File: src/rtl/odd_parity_pkg.sv
// Shared types and helpers for the odd-parity generator/checker pair.
package odd_parity_pkg;

  localparam int unsigned DefaultDataW = 8;

  typedef enum logic [1:0] {
    StIdle,
    StData,
    StParity,
    StHold
  } state_e;

  // Parity bit that makes the count of ones across the low `width` bits plus itself odd.
  function automatic logic odd_parity(input logic [31:0] vec, input int unsigned width);
    logic p;
    p = 1'b1;
    for (int unsigned i = 0; i < 32; i++) begin
      if (i < width) begin
        p = p ^ vec[i];
      end
    end
    return p;
  endfunction

endpackage

File: src/rtl/odd_par_shift_acc.sv
// Data register, bit counter and running XOR accumulator for the odd-parity checker.
module odd_par_shift_acc
  import odd_parity_pkg::*;
#(
  parameter int unsigned DATA_W = DefaultDataW
) (
  input  logic              clk_i,
  input  logic              rst_i,
  input  logic              load_i,
  input  logic              shift_i,
  input  logic              bit_i,
  output logic [DATA_W-1:0] data_o,
  output logic              acc_o,
  output logic              last_o
);

  localparam int unsigned BitCntW = $clog2(DATA_W + 1);

  logic [DATA_W-1:0]  data_q, data_d;
  logic [BitCntW-1:0] cnt_q, cnt_d;
  logic               acc_q, acc_d;

  // load starts a new frame at bit 0; shift writes the bit at the current count.
  always_comb begin
    data_d = data_q;
    cnt_d  = cnt_q;
    acc_d  = acc_q;
    if (load_i) begin
      data_d[0] = bit_i;
      acc_d     = bit_i;
      cnt_d     = BitCntW'(1);
    end else if (shift_i) begin
      for (int unsigned i = 0; i < DATA_W; i++) begin
        if (cnt_q == BitCntW'(i)) begin
          data_d[i] = bit_i;
        end
      end
      acc_d = acc_q ^ bit_i;
      cnt_d = cnt_q + BitCntW'(1);
    end
  end

  always_ff @(posedge clk_i) begin
    if (rst_i) begin
      data_q <= '0;
      cnt_q  <= '0;
      acc_q  <= 1'b0;
    end else begin
      data_q <= data_d;
      cnt_q  <= cnt_d;
      acc_q  <= acc_d;
    end
  end

  assign data_o = data_q;
  assign acc_o  = acc_q;
  assign last_o = (cnt_q == BitCntW'(DATA_W - 1));

endmodule

File: config.mk
export PLATFORM = sky130hd
export DESIGN_NAME = odd_par_shift_acc
export DESIGN_NICKNAME = d
export VERILOG_FILES = /design/src/rtl/odd_parity_pkg.sv /design/src/rtl/odd_par_shift_acc.sv
export SDC_FILE = /design/constraint.sdc
export NUM_CORES = 1
export LEC_CHECK = 0
export BUFFER_PORTS_ARGS = -buffer_cell sky130_fd_sc_hd__buf_2
export CELL_PAD_IN_SITES_DETAIL_PLACEMENT = 0
export CELL_PAD_IN_SITES_GLOBAL_PLACEMENT = 1
export CORE_UTILIZATION = 35
export DETAILED_ROUTE_END_ITERATION = 12
export GPL_TIMING_DRIVEN = 0
export PLACE_DENSITY = 0.75
export SLEW_MARGIN = 20
export SYNTH_ARGS = -nofsm -noshare
export SYNTH_HDL_FRONTEND = slang
export SYNTH_SLANG_ARGS = --single-unit
File: constraint.sdc
create_clock -name clk_i -period 2.8 [get_ports clk_i]
set_input_delay 0.14 -clock clk_i [delete_from_list [all_inputs] [get_ports clk_i]]
set_output_delay 0.14 -clock clk_i [all_outputs]
set_load 0.05 [all_outputs]
[Word-level counts from Yosys, hierarchy flattened]
Cells that the tools add are included.
Word-level totals
  flip-flop bits (word level): 13
  latch bits: 0
  RAM bits: 0
  bits in read-only memories: 0
  input bits: 5
  memories: 0
Cells by class
  $add $sub $neg: 1
  multiply operators: 0
  divide/modulo/power cells: 0
  magnitude comparators: 0
  equal/unequal tests: 7
  shift-type cells: 0
  muxes and demuxes: 7
  bitwise logic cells: 2
  reduce and logical (&&, ||, !) cells: 12
Operator list (count)
  AND reduction 3 bit: 7
  == test 4 x 3 -> 1 bit (second input constant): 4
  == test 4 x 2 -> 1 bit (second input constant): 2
  2-to-1 mux 1 bit: 7
  adder 4 x 1 -> 4 bit (second input constant): 1
  == test 4 x 1 -> 1 bit (second input constant): 1
  zero test 4 bit: 1
  nonzero test 2 bit: 2
  AND reduction 2 bit: 1
  OR reduction 2 bit: 1
  NOT 1 bit: 1
  XOR 1 bit: 1

[Logic depth before layout (Yosys ltp)]
Gate-level depths: netlist of the first run.
  word-level depth: 4
  depth in mapped cells: 5

[Worst setup path before layout of the first run]
OpenSTA, ideal clock, no wires.
  kind: register -> register
  start point: register cnt_q[0]
  end point: register data_q[0] (netlist: data_o[0])
  setup time: 74 ps
  data arrival time: 1297 ps
  slack: 1429 ps
  stages on the path, launching flop included: 6
  path buffers: 0
  cells stage by stage: dfxtp_1 -> inv_1 -> ha_1 -> nor4bb_1 -> or4b_1 -> o21ai_0
On the way
  cells in the longest elaborated chain, start to end: 3
Ends and longest elaborated chain
  start: declaration: RTL line odd_par_shift_acc.sv:20  | logic [BitCntW-1:0] cnt_q, cnt_d;
  start signal: assignment: RTL line odd_par_shift_acc.sv:50  | cnt_q <= cnt_d;
  zero test 4 bit: RTL line odd_par_shift_acc.sv:34  | if (cnt_q == BitCntW'(i)) begin
  nonzero test 2 bit (no source line)
  AND reduction 2 bit (no source line)
  end signal: assignment: RTL line odd_par_shift_acc.sv:49  | data_q <= data_d;
  end: declaration: RTL line odd_par_shift_acc.sv:19  | logic [DATA_W-1:0] data_q, data_d;
Every way passes these cells.
A chain may end at the register's enable or synchronous reset.

[Final worst setup path of the first run]
  start point: register cnt_q[0]
  end point: output last_o
On the way
  cells in the longest elaborated chain, start to end: 1
Ends and longest elaborated chain
  == test 4 x 3 -> 1 bit: RTL line odd_par_shift_acc.sv:57  | assign last_o = (cnt_q == BitCntW'(DATA_W - 1));
  end: declaration: RTL line odd_par_shift_acc.sv:14  | output logic last_o
Every way passes these cells.

==> results of run 1 <==
-- cell usage after synthesis (all sizes together) --
library cell / number / area [sq um]
and3b: 1 / 8.76
nand4: 1 / 6.26
clkbuf: 2 / 7.51
nand3b: 1 / 7.51
nand2b: 8 / 50.1
inv: 2 / 7.51
nor2b: 1 / 6.26
nand2: 9 / 33.8
ha: 4 / 50.1
nor4b: 1 / 15.0
xor2: 3 / 26.3
a21oi: 1 / 5.00
mux2i: 8 / 80.1
nor4bb: 1 / 10.0
and4bb: 1 / 12.5
buf: 2 / 10.0
nor3: 3 / 15.0
nor2: 3 / 11.3
o21ai: 2 / 10.0
or4b: 1 / 10.0
dfxtp: 13 / 260
-- sequential cells by signal, summed over array words and instances (netlist names) --
name	count
data_o	8
cnt_q	4
acc_o	1
-- worst max-delay path: stages (launching register included) --
cell and delay, ns:
dfxtp_1 0.42, ha_1 0.26, and3b_1 0.17, buf_2 0.25
-- cells by family (layout without fill, tap and decap cells) --
family	Yosys count	count (layout)
AO/OA/AOI/OAI	3	3
flip-flops	13	13
XOR/XNOR	3	3
adder cells (fa/ha/maj)	4	4
multiplexers	8	8
AND/OR/NAND/NOR	31	31
buffers and inverters	6	22
-- stage by stage --
step / utilization [%] / instance area (sq um) / power [mW] / setup slack, ns / std cells
after global routing: 44.1 / 761 / 0.367 / 1.18 / 109
after detailed placement: 42.5 / 734 / 0.241 / 1.32 / 105
final: 44.1 / 761 / 0.350 / 1.28 / 109
after floorplan: - / 643 / 0.230 / 1.43 / 68
after CTS: 44.1 / 761 / 0.355 / 1.27 / 109
after global placement: 42.5 / 734 / 0.240 / 1.37 / 105
-- final cells by class --
class                           instances  area, sq um
Buffer                                  4         17.5
Clock buffer                            4         26.3
Inverter                                2         7.51
Multi-Input combinational cell         49          358
Timing Repair Buffer                   12         60.1
Tap cell                               25         31.3
Sequential cell                        13          260
Fill cell                             192          966
-- report_power, final --
| group | switching (mW) | total (mW) | internal, mW |
|---|---|---|---|
| Sequential | 0.00403 | 0.193 | 0.189 |
| Combinational | 0.0273 | 0.0430 | 0.0158 |
| Clock | 0.0583 | 0.113 | 0.0552 |
-- worst min-delay path by stage --
stage            end  slack (ns)  depth (start not counted)
3_5_place_dp   acc_o        0.45                          3
3_3_place_gp   acc_o        0.44                          3
6_report       acc_o        0.16                          3
4_1_cts        acc_o        0.16                          3
2_1_floorplan  acc_o        0.30                          2
5_1_grt        acc_o        0.20                          3
-- metal layers --
layer  vias to the layer above  wire length [um]  share of wire, %
met3                         2                79               6.6
met1                       213               588                49
met4                         0                10              0.83
li1                        260                 -                 -
met2                        22               523                44
met5                         -                 0                 0
==> flow_summary.ini, run 1 <==
[timing]
maxClockFrequency_mhz = 660
drv_slew = 0
skew_ns = 0.00254
hold_viol = 0
setup_violations = 0
period_share_pct = 54.1
period_needed_ns = 1.52
tightest_slew_ns = 0.406
rsz0062_at_grt = false
slew_headroom_pct = 73.0
holdWs_ns = 0.159
setup-tns-final_ns = 0

[yosys]
synth_compound_area_share_pct = 2.33
synthAdderAreaFrac_pct = 7.78
synth-xor-area-share_pct = 4.09
syn_avg_cell_area_sq_um = 9.46
synth-seq-cells = 13
postSynthNetCount = 77
synthMuxAreaShare_pct = 12.5
synthCells = 68
ys_warn_count = 0
syn-cell-area_sq_um = 643
synthSimpleGateAreaFrac_pct = 29.0
yosysSeqAreaShare_pct = 40.5
synth_top_family_by_area = simple AND/OR/NAND/NOR gates
synth_cell_types = 21

[cells_and_area]
final_cell_mix = buf_2, dfxtp_1, nand2_1
finalNetCount = 94
final_common_cell = buf_2
syn2layout_area_growth_pct = 18.3
antennaDiodeCount = 0
drive_gt1_share_pct = 22.6

[clock_tree]
ctsRootBufferMaster = clkbuf_4
htree_levels = 1
path_clk_slew_ns = 0.07
cts_tree = yes
clk_latency_ns = 0.27
clock_sinks = 13
postCtsSetupRepairBufs = 0
clockBufferDepth = 2
cts_buffers = 3
cts-resized-gates = 0
cts_hold_buf = 0

[critical_path]
cp-end-kind = output port
timing.rr.end = data_o[0]
worstPathArrival_ns = 1.38
crit_required_ns = 2.66
worstSetupStartpointType = flop
critPathKind = flop to output port
rr_worst_depth = 5
crit_start = cnt_q[0]
r2r_slack_ns = 1.31
reg2reg_from = cnt_q[0]
cp_max_fo = 5
crit_end = last_o

[die]
ios = 15
chipHeight_um = 44.9
core_sq_um = 1730
initial_core_util_pct = 37.2
die_w_um = 44.9
die_area_sq_um = 2010
rows = 15

[placed_design]
port-buffer-count = 12
hpwl_um = 837
gp_congestion = 0.733

[global_routing]
met3_usage_pct = 2.40
grt_remaining_overflow = 0
grt_max_degree = 11
met2_usage_pct = 20.6
grt.total_usage_pct = 13.6
busiest_layer = met2
antenna_found_initial = 0
grt_pass1_wl_um = 1960
globalRouteMet1Util_pct = 17.6
grt_pass1_vias = 460

[drt]
drtIter0Drc = 9
wirelength_um = 1200
via_count = 497
drtAntennaViolNets = 0
drt_pre_antenna_iters = 4
via_per_inst = 4.56
wire_per_inst_um = 11.0
drc = 0

[power]
powerDensity_nw_per_um2 = 460
power_leakage_nw = 0.366
max-vdd-ir-drop_v = 0.000219

[job]
maxCapViolCount = 0

[hold_path]
hp-start = bit_i
hold_class = input pin to flop

[outcome]
outcome = complete, no violations
No activity file was read; power rests on OpenSTA's default activity.
==> run 2: changes to the inputs <==
- ABC_AREA: unset -> 1
- CORE_UTILIZATION: 35 -> 31
- clock period: 2.8 -> 1.25 ns (I/O delays scaled with it)
==> run 2 against run 1 <==
Non-clock buffer count down 1. First-iteration DRC count down 33%. Clock skew up 0.0074 ns. Global-route usage down 0.37 points. Via count up 25%. Wire length up 14%. Combinational power rose to 2.8 times the previous value. Design area up 9.5%. Cell count up 32%. Synthesized cell count up 47%. Sequential cell count unchanged. Hold slack worse by 0.14 ns. Largest power group unchanged. Highest routed layer is now met3.
==> flow_summary.ini, run 2 <==
[outcome]
outcome = complete, no violations

[global_routing]
grt_remaining_overflow = 0
met3_usage_pct = 2.83
busiest_layer = met2
grt_pass1_vias = 583
grt.total_usage_pct = 13.2
grt_pass1_wl_um = 2400
globalRouteMet1Util_pct = 16.3
met2_usage_pct = 22.8
grt_max_degree = 11
antenna_found_initial = 0

[timing]
slew_headroom_pct = 83.3
tightest_slew_ns = 0.251
period_needed_ns = 1.20
setup_violations = 0
setup-tns-final_ns = 0
rsz0062_at_grt = true
maxClockFrequency_mhz = 836
period_share_pct = 95.7
hold_viol = 0
setup_slack_ns = 0.0537
skew_ns = 0.00992
drv_slew = 0

[drt]
drtAntennaViolNets = 0
via_count = 620
wirelength_um = 1370
drtIter0Drc = 6
via_per_inst = 4.31
drc = 0
drt_pre_antenna_iters = 4
wire_per_inst_um = 9.51

[die]
ios = 15
die_w_um = 48.4
initial_core_util_pct = 33.4
core_sq_um = 2000
rows = 16
chipHeight_um = 48.4
die_area_sq_um = 2340

[power]
powerDensity_nw_per_um2 = 984
power_leakage_nw = 0.402
max-vdd-ir-drop_v = 0.000460

[clock_tree]
path_clk_slew_ns = 0.09
ctsRootBufferMaster = clkbuf_4
htree_levels = 1
cts_hold_buf = 0
cts_buffers = 3
cts_tree = yes
clock_sinks = 13
clk_latency_ns = 0.28
clockBufferDepth = 2
postCtsSetupRepairBufs = 0

[cells_and_area]
drive_gt1_share_pct = 25.6
finalNetCount = 127
final_common_cell = nor2_1
instances_no_fill = 144
largest_reg_flops = 8
multi_input_area_sq_um = 362
antennaDiodeCount = 0
final_core_util_pct = 41.6
n_fill_cell = 237
seqCellArea_sq_um = 269
final_cell_mix = nor2_1, nand2_1, buf_2
syn2layout_area_growth_pct = 24.7

[critical_path]
critPathKind = flop to output port
worstPathArrival_ns = 1.13
cp-end-kind = output port
rr_worst_depth = 7
cp_max_fo = 4
crit_required_ns = 1.19
worstSetupStartpointType = flop

[yosys]
postSynthNetCount = 109
synth-seq-cells = 13
synth.top_cell.area_share_pct = 39.0
synthArstFlopShare_pct = 0
synth_compound_area_share_pct = 7.49
synthMuxAreaShare_pct = 0
synth_area_leaders = dfxtp_1, nor2_1, nand2_1
synth_commonest_cells = nor2_1, nand2_1, dfxtp_1, inv_1, a21oi_1
syn-cell-area_sq_um = 668
synth_top_cell_by_area = dfxtp_1
synthAdderAreaFrac_pct = 7.49
synthCells = 100
synthSimpleGateAreaFrac_pct = 35.4
synth_cell_types = 14
synth-xor-area-share_pct = 0
yosysSeqAreaShare_pct = 39.0
ys_warn_count = 0
syn_avg_cell_area_sq_um = 6.68
yosysMostFrequentCell = nor2_1
synth_top_family_by_area = simple AND/OR/NAND/NOR gates
ys.flop_type = dfxtp_1
synth-edff-count = 0

[placed_design]
hpwl_um = 1050
dp_cells = 140
port-buffer-count = 13
pre_cts_ws_ns = 0.0863
gp_congestion = 0.802

[hold_path]
hold_depth = 3
hold_class = input pin to flop

[job]
maxCapViolCount = 0
run 2: cell count changes in the layout (fill, tap and decap cells not counted), moves of 8 or more:
cell,before,now
inv_1,2,10
nor2_1,3,22
nand2b_1,8,0
mux2i_1,8,0
nand2_1,9,20
run 2: path summary, 6_finish.rpt:
| path | from | slack, ns | to |
|---|---|---|---|
| worst max-delay path | cnt_q[0] | 0.05 | last_o |
| worst min register to register | data_o[7] | 0.48 | data_o[7] |
| worst max register to register | cnt_q[1] | 0.10 | data_o[1] |
| worst min-delay path | bit_i | 0.02 | data_o[0] |
run 2: final cells by class:
type	instances	area share, %
Clock buffer	4	3.15
Inverter	14	6.31
Sequential cell	13	32.3
Multi-Input combinational cell	71	43.4
Timing Repair Buffer	13	8.56
Buffer	2	2.25
Tap cell	27	4.05
run 2: layer usage:
| metal | vias to the layer above | routed length [um] |
|---|---|---|
| li1 | 343 | - |
| met1 | 267 | 713 |
| met2 | 10 | 601 |
| met3 | 0 | 55 |
| met4 | 0 | 0 |
| met5 | - | 0 |
run 2: stage by stage:
step / total power [mW] / cell area (sq um) / hold slack [ns]
finish: 0.820 / 833 / 0.0226
global route: 0.875 / 833 / 0.0491
CTS: 0.840 / 817 / 0.0185
detailed placement: 0.563 / 769 / 0.309
global placement: 0.562 / 769 / 0.302
floorplan: 0.534 / 671 / 0.194
run 2: logic make-up after synthesis:
| family | Yosys count |
|---|---|
| compound gates | 10 |
| fa+ha+maj | 4 |
| buf+inv | 16 |
| flops | 13 |
| simple gates | 57 |
run 2: power by group:
group	internal (mW)	leakage [nW]	switching, mW
Sequential	0.424	0.108	0.0109
Clock	0.124	0.0150	0.141
Combinational	0.0365	0.279	0.0836
Total	0.584	0.402	0.236
run 2: what timing repair did:
action,CTS,global route
endpoints found under the hold margin,0,0
setup endpoints to repair,1,6
resized for setup,7,7
run 2: critical path, cell delays in order, from the launching register on:
cell,delay (ns)
dfxtp_4,0.39
ha_4,0.14
inv_2,0.06
nor2_4,0.11
buf_6,0.16
==> run 3: changes to the inputs <==
- MAX_ROUTING_LAYER: unset -> met4
==> run 3 against run 2 <==
Cell count unchanged. First-iteration DRC count stayed put. Global-route usage is 0.38 points higher. Register-to-register slack about the same. Power down 0.34%. Via count shrank 0.16%. Sequential power is essentially flat. Maximum frequency up 0.38%. Sequential share of layout area is the same. Count of clock-buffer cells in the layout is the same. Clock power about the same. Largest cell class unchanged. Largest power group unchanged.
==> flow_summary.ini, run 3 (synthesis gave the netlist of run 2 again) <==
[critical_path]
critPathKind = flop to output port
cp_top_family = flip-flops
cp_max_fo = 4
crit_required_ns = 1.19
worstPathArrival_ns = 1.13
cp-end-kind = output port
critical_path.max_stage_delay_ns = 0.39
path_cells = ha_4 > inv_2 > nor2_4 > buf_6
worstSetupStartpointType = flop
worst-path-buf-inv = 2
crit_slowest_cell = dfxtp_4

[global_routing]
grt_max_degree = 11
grt_pass1_vias = 582
met2_usage_pct = 22.8
antenna_found_initial = 0
met3_usage_pct = 2.83
grt_pass1_wl_um = 2400
grt.total_usage_pct = 13.6
busiest_layer = met2
globalRouteMet1Util_pct = 16.3
grt_remaining_overflow = 0

[cells_and_area]
final_common_cell = nor2_1
instances_no_fill = 144
seqCellArea_sq_um = 269
antennaDiodeCount = 0
finalNetCount = 127
multi_input_area_sq_um = 362
final_cell_mix = nor2_1, nand2_1, buf_2
largest_reg_flops = 8
n_fill_cell = 237
drive_gt1_share_pct = 25.6
syn2layout_area_growth_pct = 24.7

[die]
chipHeight_um = 48.4
die_area_sq_um = 2340
rows = 16
initial_core_util_pct = 33.4
die_w_um = 48.4
ios = 15
core_sq_um = 2000

[power]
power_frac_comb_pct = 14.7
max-vdd-ir-drop_v = 0.000460
p_sw_mw = 0.233
power_leakage_nw = 0.402
pwr-share-seq_pct = 53.3
power.internal_mw = 0.584
power.total_mw = 0.818
clkPwrFrac_pct = 32.1
powerDensity_nw_per_um2 = 981
switching_share_pct = 28.5

[drt]
drtAntennaViolNets = 0
via_count = 619
wirelength_um = 1370
via_per_inst = 4.30
drc = 0
drtIter0Drc = 6
wire_per_inst_um = 9.48
drt_pre_antenna_iters = 4

[timing]
rsz0062_at_grt = true
setup_violations = 0
holdWs_ns = 0.0268
setup-tns-final_ns = 0
period_share_pct = 95.3
slew_headroom_pct = 83.3
maxClockFrequency_mhz = 839
skew_ns = 0.00944
period_needed_ns = 1.19
drv_slew = 0
setup_slack_ns = 0.0582
hold_viol = 0
tightest_slew_ns = 0.251

[placed_design]
pre_cts_ws_ns = 0.0863
port-buffer-count = 13
dp_cells = 140
hpwl_um = 1050
gp_congestion = 0.814

[clock_tree]
cts_tree = yes
cts_buffers = 3
htree_levels = 1
clock_sinks = 13
clockBufferDepth = 2
path_clk_slew_ns = 0.09
clk_latency_ns = 0.27
ctsRootBufferMaster = clkbuf_4
postCtsSetupRepairBufs = 0

[outcome]
outcome = complete, no violations

[hold_path]
hold_class = input pin to flop

[job]
maxCapViolCount = 0
[run 3: final timing paths]
| path | from | depth (start not counted) | slack (ns) | endpoint |
|---|---|---|---|---|
| worst min register to register | data_o[7] | 2 | 0.48 | data_o[7] |
| worst max register to register | cnt_q[1] | 7 | 0.10 | data_o[1] |
| worst min-delay path | bit_i | 3 | 0.03 | data_o[0] |
| worst max-delay path | cnt_q[0] | 4 | 0.06 | last_o |
[run 3: layout make-up]
| type | instances | area share [%] |
|---|---|---|
| well taps | 27 | 4.05 |
| clock buffers | 4 | 3.15 |
| plain buffers | 2 | 2.25 |
| inverters | 14 | 6.31 |
| flip-flops and latches | 13 | 32.3 |
| repair buffers | 13 | 8.56 |
| multi-input cells | 71 | 43.4 |
[run 3: routing by layer]
metal	wire length (um)	vias to the layer above	part of all wire (%)
met5	0	-	0
met4	9	0	0.66
met3	48	2	3.5
met2	587	10	43
met1	719	264	53
li1	-	343	-
[run 3: metrics by stage]
step / utilization, % / cell area (sq um)
after CTS: 40.8 / 817
final: 41.6 / 833
after detailed placement: 38.4 / 769
after floorplan: - / 671
after global routing: 41.6 / 833
after global placement: 38.4 / 769
[run 3: timing repair]
action                                  4_1_cts  5_1_grt
gates cloned                                  0        0
gates resized for setup                       7        7
endpoints found under the setup margin        1        6
hold buffers                                  0        0
pin swaps                                     0        0
[run 3: tightest hold or removal path, cell delays in order]
cell	delay (ns)
buf_2	0.09
a21oi_1	0.04
nor2_1	0.08
[run 3: power by group through the flow]
| stage | Clock, mW | Sequential, mW | Combinational (mW) |
|---|---|---|---|
| final | 0.262 | 0.435 | 0.120 |
| after global routing | 0.302 | 0.438 | 0.136 |
| after CTS | 0.283 | 0.437 | 0.120 |
| after detailed placement | 0 | 0.444 | 0.119 |
| after global placement | 0 | 0.444 | 0.118 |
| after floorplan | 0 | 0.469 | 0.0649 |
